==> config.mk <==
export PLATFORM = sky130hd
export DESIGN_NAME = barrier_gate_ctrl_flat
export DESIGN_NICKNAME = d
export VERILOG_FILES = /design/src/rtl/barrier_gate_ctrl_if.sv /design/src/rtl/barrier_gate_ctrl.sv /design/src/flat_wrapper.sv
export SDC_FILE = /design/constraint.sdc
export NUM_CORES = 1
export LEC_CHECK = 0
export ABC_AREA = 1
export CORE_UTILIZATION = 50
export DETAILED_ROUTE_END_ITERATION = 7
export PLACE_DENSITY = 0.8
export SKIP_CTS_REPAIR_TIMING = 1
export SYNTH_ARGS = -nofsm -noshare
export SYNTH_HDL_FRONTEND = slang
export SYNTH_SLANG_ARGS = --single-unit
==> constraint.sdc <==
create_clock -name clk -period 1.74 [get_ports clk]
set_input_delay 0.348 -clock clk [delete_from_list [all_inputs] [get_ports clk]]
set_output_delay 0.348 -clock clk [all_outputs]
set_load 0.01 [all_outputs]
==> src/rtl/barrier_gate_ctrl_if.sv <==
// Entry-barrier signal bundle: request/occupancy/carIn in, motor/indicator flags out.
// The block drives the slave side; the surrounding logic or bench drives the master side.
interface barrier_gate_ctrl_if;
    logic       req;
    logic [2:0] count;
    logic       carIn;
    logic       motor_up;
    logic       motor_down;
    logic       gate_open;
    logic       full;
    logic       deny_led;

    modport master (
        output req, count, carIn,
        input  motor_up, motor_down, gate_open, full, deny_led
    );

    modport slave (
        input  req, count, carIn,
        output motor_up, motor_down, gate_open, full, deny_led
    );
endinterface

==> src/rtl/barrier_gate_ctrl.sv <==
// Car-park entry barrier: opens on a request edge while not full, closes on carIn or timeout.
// Outputs are Moore-decoded and react one edge after the causing input; there is no backpressure.
module barrier_gate_ctrl #(
    parameter int unsigned CAPACITY     = 7,
    parameter int unsigned MOVE_CYCLES  = 25_000_000,
    parameter int unsigned OPEN_TIMEOUT = 250_000_000,
    parameter int unsigned DENY_CYCLES  = 50_000_000
) (
    input  logic                clk,
    input  logic                reset,
    barrier_gate_ctrl_if.slave  gate
);

    localparam int unsigned MAX_MO = (MOVE_CYCLES > OPEN_TIMEOUT) ? MOVE_CYCLES : OPEN_TIMEOUT;
    localparam int unsigned MAX_P  = (MAX_MO > DENY_CYCLES) ? MAX_MO : DENY_CYCLES;
    localparam int unsigned TW     = (MAX_P > 1) ? $clog2(MAX_P) : 1;

    localparam logic [TW-1:0] MOVE_LAST = TW'(MOVE_CYCLES - 1);
    localparam logic [TW-1:0] OPEN_LAST = TW'(OPEN_TIMEOUT - 1);
    localparam logic [TW-1:0] DENY_LAST = TW'(DENY_CYCLES - 1);

    typedef enum logic [2:0] {
        ST_CLOSED,
        ST_OPENING,
        ST_OPEN,
        ST_CLOSING,
        ST_DENY
    } state_t;

    state_t        state_q, state_d;
    logic [TW-1:0] timer_q, timer_d;
    logic          req_prev_q;
    logic          full_q, full_d;
    logic          req_edge;
    logic          reverse;

    assign req_edge = gate.req & ~req_prev_q;
    assign full_d   = ({29'd0, gate.count} >= CAPACITY);

    always_comb begin
        state_d = state_q;
        timer_d = timer_q + 1'b1;
        reverse = 1'b0;
        case (state_q)
            ST_CLOSED: begin
                if (req_edge) begin
                    state_d = full_q ? ST_DENY : ST_OPENING;
                end
            end
            ST_OPENING: begin
                if (timer_q == MOVE_LAST) begin
                    state_d = ST_OPEN;
                end
            end
            ST_OPEN: begin
                if (gate.carIn || (timer_q == OPEN_LAST)) begin
                    state_d = ST_CLOSING;
                end
            end
            ST_CLOSING: begin
                if (req_edge && !full_q) begin
                    state_d = ST_OPENING;
                    reverse = 1'b1;
                end else if (timer_q == MOVE_LAST) begin
                    state_d = ST_CLOSED;
                end
            end
            ST_DENY: begin
                if (timer_q == DENY_LAST) begin
                    state_d = ST_CLOSED;
                end
            end
            default: begin
                state_d = ST_CLOSED;
            end
        endcase

        if (state_d != state_q) begin
            timer_d = '0;
        end
        // Reopening from part-way down: start the up-stroke at the mirrored position.
        if (reverse) begin
            timer_d = MOVE_LAST - timer_q;
        end
    end

    always_ff @(posedge clk) begin
        if (!reset) begin
            state_q    <= ST_CLOSED;
            timer_q    <= '0;
            req_prev_q <= 1'b1;
            full_q     <= 1'b0;
        end else begin
            state_q    <= state_d;
            timer_q    <= timer_d;
            req_prev_q <= gate.req;
            full_q     <= full_d;
        end
    end

    assign gate.motor_up   = (state_q == ST_OPENING);
    assign gate.motor_down = (state_q == ST_CLOSING);
    assign gate.gate_open  = (state_q == ST_OPEN);
    assign gate.deny_led   = (state_q == ST_DENY);
    assign gate.full       = full_q;

endmodule

==> src/flat_wrapper.sv <==
// flat-port wrapper written by rule: the top's interface ports become plain ports
module barrier_gate_ctrl_flat 
#(
    parameter int unsigned CAPACITY     = 7,
    parameter int unsigned MOVE_CYCLES  = 25_000_000,
    parameter int unsigned OPEN_TIMEOUT = 250_000_000,
    parameter int unsigned DENY_CYCLES  = 50_000_000
)
  (clk, reset, gate_req, gate_count, gate_carIn, gate_motor_up, gate_motor_down, gate_gate_open, gate_full, gate_deny_led);
  barrier_gate_ctrl_if gate_i ();
  input  logic clk;
  input  logic reset;
  input wire logic [$bits(gate_i.req)-1:0] gate_req;
  input wire logic [$bits(gate_i.count)-1:0] gate_count;
  input wire logic [$bits(gate_i.carIn)-1:0] gate_carIn;
  output wire logic [$bits(gate_i.motor_up)-1:0] gate_motor_up;
  output wire logic [$bits(gate_i.motor_down)-1:0] gate_motor_down;
  output wire logic [$bits(gate_i.gate_open)-1:0] gate_gate_open;
  output wire logic [$bits(gate_i.full)-1:0] gate_full;
  output wire logic [$bits(gate_i.deny_led)-1:0] gate_deny_led;
  assign gate_i.req = gate_req;
  assign gate_i.count = gate_count;
  assign gate_i.carIn = gate_carIn;
  assign gate_motor_up = gate_i.motor_up;
  assign gate_motor_down = gate_i.motor_down;
  assign gate_gate_open = gate_i.gate_open;
  assign gate_full = gate_i.full;
  assign gate_deny_led = gate_i.deny_led;
  barrier_gate_ctrl #(.CAPACITY(CAPACITY), .MOVE_CYCLES(MOVE_CYCLES), .OPEN_TIMEOUT(OPEN_TIMEOUT), .DENY_CYCLES(DENY_CYCLES)) u_core (.clk(clk), .reset(reset), .gate(gate_i));
endmodule
* Yosys cells after proc, flatten, opt, wreduce, memory -nomap -nowiden *
Index checks and enable logic that the tools add are counted.

cells by class
  bitwise logic cells = 2
  equality and inequality tests = 8
  add/subtract/negate cells = 2
  muxes and demuxes = 12
  reduce and logical (&&, ||, !) cells = 4
  magnitude comparators = 1

operators by type and width
  cell                      count
  $mux W28                  2
  $add A28 B1 Y28 const B   1
  $eq A28 B25 Y1 const B    1
  $eq A28 B26 Y1 const B    1
  $eq A28 B28 Y1 const B    1
  $sub A25 B28 Y28 const A  1
  $mux W3                   7
  $pmux W3 S5               1
  $eq A3 B2 Y1 const B      2
  $eq A3 B1 Y1 const B      1
  $eq A3 B3 Y1 const B      1
  $ge A3 B3 Y1 const B      1
  $logic_not A3 Y1          1
  $ne A3 B3 Y1              1
  $mux W1                   2
  $and A1 B1 Y1             1
  $logic_and A1 B1 Y1       1
  $logic_not A1 Y1          1
  $logic_or A1 B1 Y1        1
  $not A1 Y1                1

word-level totals
  output and inout port bits = 5
  logic and storage cells = 33
  register bits = 33
  input bits = 7

* Depth between registers and ports, before layout *
  depth in word-level cells = 8
  mapped depth = 14
  gate-level depth less buffers = 13

* Worst setup path before layout *
No wires, ideal clock.

  kind = reg2reg
  start = reg u_core.timer_q[0]
  end = reg u_core.timer_q[15]
  path buffers = 1
  slack = -0.107 ns
  arrival time = 1.709 ns
  setup time = 0.138 ns
  cell stages (with the launch flop) = 14
  period minus slack after synthesis = 1.847 ns
  data required time = 1.602 ns
  cell sequence = dfxtp_1 ha_1 nand3_4 nor2_8 inv_4 nor2_4 nand2_1 nand2_1 nand3_2 nor2_4 nor2_8 buf_12 nand3_2 a21oi_2

between the ends
  cells in the longest elaborated chain, start to end = 7
  elaborated cells between the ends (all ways) = 15
  classes of those cells = add/sub (2); eq/ne (4); mux (8); reduce/logical (1)

ends and longest elaborated chain
  element                                                  RTL line                                                                   text
  from (decl)                                              barrier_gate_ctrl.sv:31                                                    logic [TW-1:0] timer_q, timer_d;
  from (signal assigned)                                   barrier_gate_ctrl.sv:95                                                    timer_q <= timer_d;
  $eq A28 B25 Y1 / $eq A28 B28 Y1 (equally long branches)  barrier_gate_ctrl.sv:51, barrier_gate_ctrl.sv:64, barrier_gate_ctrl.sv:56
  $mux W3 / $logic_or A1 B1 Y1 (equally long branches)     barrier_gate_ctrl.sv:64, barrier_gate_ctrl.sv:56
  $mux W3, on equally long branches                        barrier_gate_ctrl.sv:61, barrier_gate_ctrl.sv:56
  $pmux W3 S5                                              barrier_gate_ctrl.sv:44                                                    case (state_q)
  $ne A3 B3 Y1                                             barrier_gate_ctrl.sv:78                                                    if (state_d != state_q) begin
  $mux W28                                                 barrier_gate_ctrl.sv:78
  $mux W28 (*)                                             barrier_gate_ctrl.sv:82                                                    if (reverse) begin

Every way passes the cells marked *; elsewhere a longest branch is shown, timed or not.
A chain may end at the register's enable or synchronous reset.

* Worst setup path in the final report *
  start = reg u_core.timer_q[10]
  end = reg u_core.timer_q[15]

The elaborated chain is that of the path after synthesis.

==> impl_metrics.yaml <==
worst_setup_path:
  cp-start-kind: "flop"
  regToRegStartpoint: "u_core.timer_q[10]"
  r2r-end: "u_core.timer_q[15]"
  crit_path_max_fanout: 14
  worstPathRequired_ns: 1.91
  rrSetupSlack_ns: -0.30
  worstPathArrival_ns: 2.21
  critical_path_class: "reg2reg"
  end_kind: "flop"
  r2r_cells: 14
yosys:
  synth_fa_ha_area_share_pct: 1.62
  yosysWarnings: 0
  synth_area_leaders: "dfxtp_1 (21%), nand2_1 (12%), inv_1 (8.0%), nand3_2 (7.4%), nand3_1 (7.1%)"
  synth_top_area_share_pct: 21.4
  syn_area_per_cell_um2: 6.50
  yosysUniqueCellTypes: 35
  synth-simple-area-share_pct: 42.7
  syn_nets: 487
  synth_ff_type: "dfxtp_1"
  synth_edf_count: 0
  synthArstFlopShare_pct: 0
  synth_top_area_cell: "dfxtp_1"
  synth-compound-area-share_pct: 14.0
  syn_area_um2: 3090
  seq_area_frac_synth_pct: 21.4
  yosys_register_bits: 33
  syn_inst: 476
  synth_top_family_by_area: "simple AND/OR/NAND/NOR gates"
  synthMuxAreaShare_pct: 0
  synth-xor-area-share_pct: 6.51
power:
  netSwitchingFraction_pct: 28.7
  p_sw_uw: 472
  power_density_nw_per_um2: 375
  peakVddDrop_mv: 0.273
  internal-power_mw: 1.17
  p_seq_share_pct: 47.3
  combPwrFrac_pct: 15.8
  p_leak_nw: 1.95
  clkPwrFrac_pct: 36.8
finish:
  multi_input_area_um2: 2230
  diodes: 0
  utilization_pct: 73.5
  fillers: 452
  instances_no_fill: 665
  area_delta_synth_final_pct: 41.6
  final_layout_size_suffix_gt1_share_pct: 36.8
  nets: 600
  regArea_um2: 669
timing:
  min_period_over_period_pct: 117
  hold_viol: 0
  report.final.slew_viol_count: 0
  finalCriticalPeriod_ns: 2.04
  finalSetupViolCount: 28
  fin_ws_ns: -0.300
  finalClockSkew_ns: 0.0135
  rsz0062_at_grt: "true"
  worst_slew_pin_slew_ns: 0.355
  slew_headroom_pct: 76.2
  fmax_ghz: 0.490
global_route:
  grt_max_degree: 29
  grtUsageMet3_pct: 6.82
  top_usage_layer: "met2"
  grt_pass1_vias: 3465
  grt_use_met1_pct: 39.6
  track_usage_pct: 32.1
  antenna_found_initial: 0
  met2_usage_pct: 52.6
  grt_first_pass_wirelength_mm: 15.8
  grt_remaining_overflow: 0
clock_tree:
  cts_root_buf: "clkbuf_8"
  clk_latency_ns: 0.29
  clock_path_buffers: 2
  numCtsBuffers: 5
  htree_levels: 2
  cts_tree: "yes"
  path_clk_slew_ns: 0.08
  clock-sinks: 33
floorplan:
  core_um2: 5960
  die-area_um2: 6500
  dieWidth_um: 80.7
  rows: 28
  start_util_pct: 51.9
  die_h_um: 80.7
  io_pins: 12
job:
  maxCapViolCount: 0
placed_design:
  dp_hpwl_mm: 7.39
  io_buffers: 11
  place_congestion: 1.03
  dp.cells: 644
run_status:
  violations: "setup timing"
  status: "complete, but fails checks"
routing:
  vias_per_cell: 5.84
  ant_nets: 0
  wire_per_inst_um: 17.4
  drtIter0Drc: 385
  finalWirelength_mm: 11.6
  post-route-drc-count: 0
  dr_total_vias: 3882
  drtPass1Iterations: 5
hold_path:
  hp-class: "in2reg"
  hold_depth: 2
  min_to: "u_core.req_prev_q"
  min_from: "reset"
## layout by cell type (no fill, tap or decap), types with 3 or more instances in the layout
cell type / netlist / layout
nand2_1: 101 / 97
inv_4: 1 / 4
dlymetal6s2s_1: 0 / 4
clkbuf_8: 0 / 5
nor2_2: 4 / 8
buf_12: 4 / 4
inv_1: 66 / 63
nand3_2: 23 / 24
clkdlybuf4s50_1: 0 / 7
or2_2: 3 / 3
nand2_2: 1 / 5
nand4_1: 13 / 13
a21oi_2: 21 / 27
buf_4: 3 / 100
o21ai_0: 23 / 22
dfxtp_1: 33 / 28
xor2_1: 23 / 23
nand3_4: 1 / 8
nor2_1: 49 / 42
nor3_1: 14 / 12
nor2_4: 2 / 7
a31oi_1: 3 / 3
nand3_1: 44 / 36
a21oi_1: 18 / 12
dfxtp_2: 0 / 4
clkbuf_1: 3 / 3
inv_2: 4 / 4
## power by group through the flow
stage | registers (mW) | logic (mW) | clock network [mW]
floorplan | 0.793 | 0.122 | 0
global placement | 0.792 | 0.177 | 0
detailed placement | 0.793 | 0.181 | 0
CTS | 0.776 | 0.181 | 0.592
global route | 0.778 | 0.272 | 0.637
finish | 0.777 | 0.260 | 0.604
## synthesized netlist by cell type (4+ instances only)
master and count:
ha_1 4, nand3_2 23, buf_12 4, inv_2 4
nor3_1 14, nand3_1 44, o21ai_0 23, nand2_1 101
dfxtp_1 33, nor2_1 49, xor2_1 23, a21oi_2 21
nand4_1 13, nor2_2 4, inv_1 66, a21oi_1 18
## final cells by class
type | instances | area share (%)
flip-flops and latches | 33 | 15.3
multi-input cells | 357 | 50.9
inverters | 73 | 6.51
repair buffers | 119 | 23.4
clock buffers | 8 | 1.83
well taps | 75 | 2.14
## kinds of logic (layout without fill, tap and decap cells)
group	Yosys count	after routing
adders and majority gates	4	4
xor gates and xnor gates	23	23
and+or+nand+nor	260	262
AOI/OAI and AO/OA	68	68
DFF	33	33
buffers and inverters	88	200
## metrics by stage
step,setup slack [ns],TNS [ns],power [mW],cell area [µm²],hold WS (ns)
6_report,-0.300,-7.94,1.64,4380,0.564
5_1_grt,-0.409,-11.07,1.69,4380,0.594
4_1_cts,-0.380,-10.10,1.55,4010,0.572
3_5_place_dp,-0.385,-9.36,0.974,3930,0.627
3_3_place_gp,-0.289,-7.67,0.969,3930,0.613
2_1_floorplan,-0.0275,-0.398,0.915,3130,0.417
## registers in the layout, indices dropped and copies added (netlist names)
register	cells
u_core.req_prev_q	1
u_core.gate.full	1
u_core.state_q	3
u_core.timer_q	28
## worst max path at each step
stage	start	endpoint	slack (ns)
6_report	u_core.timer_q[10]	u_core.timer_q[15]	-0.30
5_1_grt	u_core.timer_q[10]	u_core.timer_q[16]	-0.41
4_1_cts	u_core.timer_q[6]	u_core.timer_q[1]	-0.38
3_5_place_dp	gate_req	u_core.timer_q[1]	-0.39
3_3_place_gp	gate_req	u_core.timer_q[1]	-0.29
2_1_floorplan	u_core.timer_q[1]	u_core.timer_q[15]	-0.03
## worst max-delay path: stages (launching register included)
cell	delay (ns)
dfxtp_1	0.33
inv_1	0.14
nand2_1	0.10
nor2_1	0.19
nand2_2	0.11
nor2_4	0.16
nand2_2	0.10
nand2_2	0.10
nand3_2	0.10
nor2_4	0.13
buf_12	0.13
nor2_4	0.04
buf_12	0.16
nand3_2	0.07
a21oi_2	0.05
## metal layers
metal  share of wire, %  vias up
met2                 48      232
met4                3.9        0
met5                  0        -
met1                 39     1829
met3                9.5       53
li1                   -     1768
(Power assumes the default switching activity.)
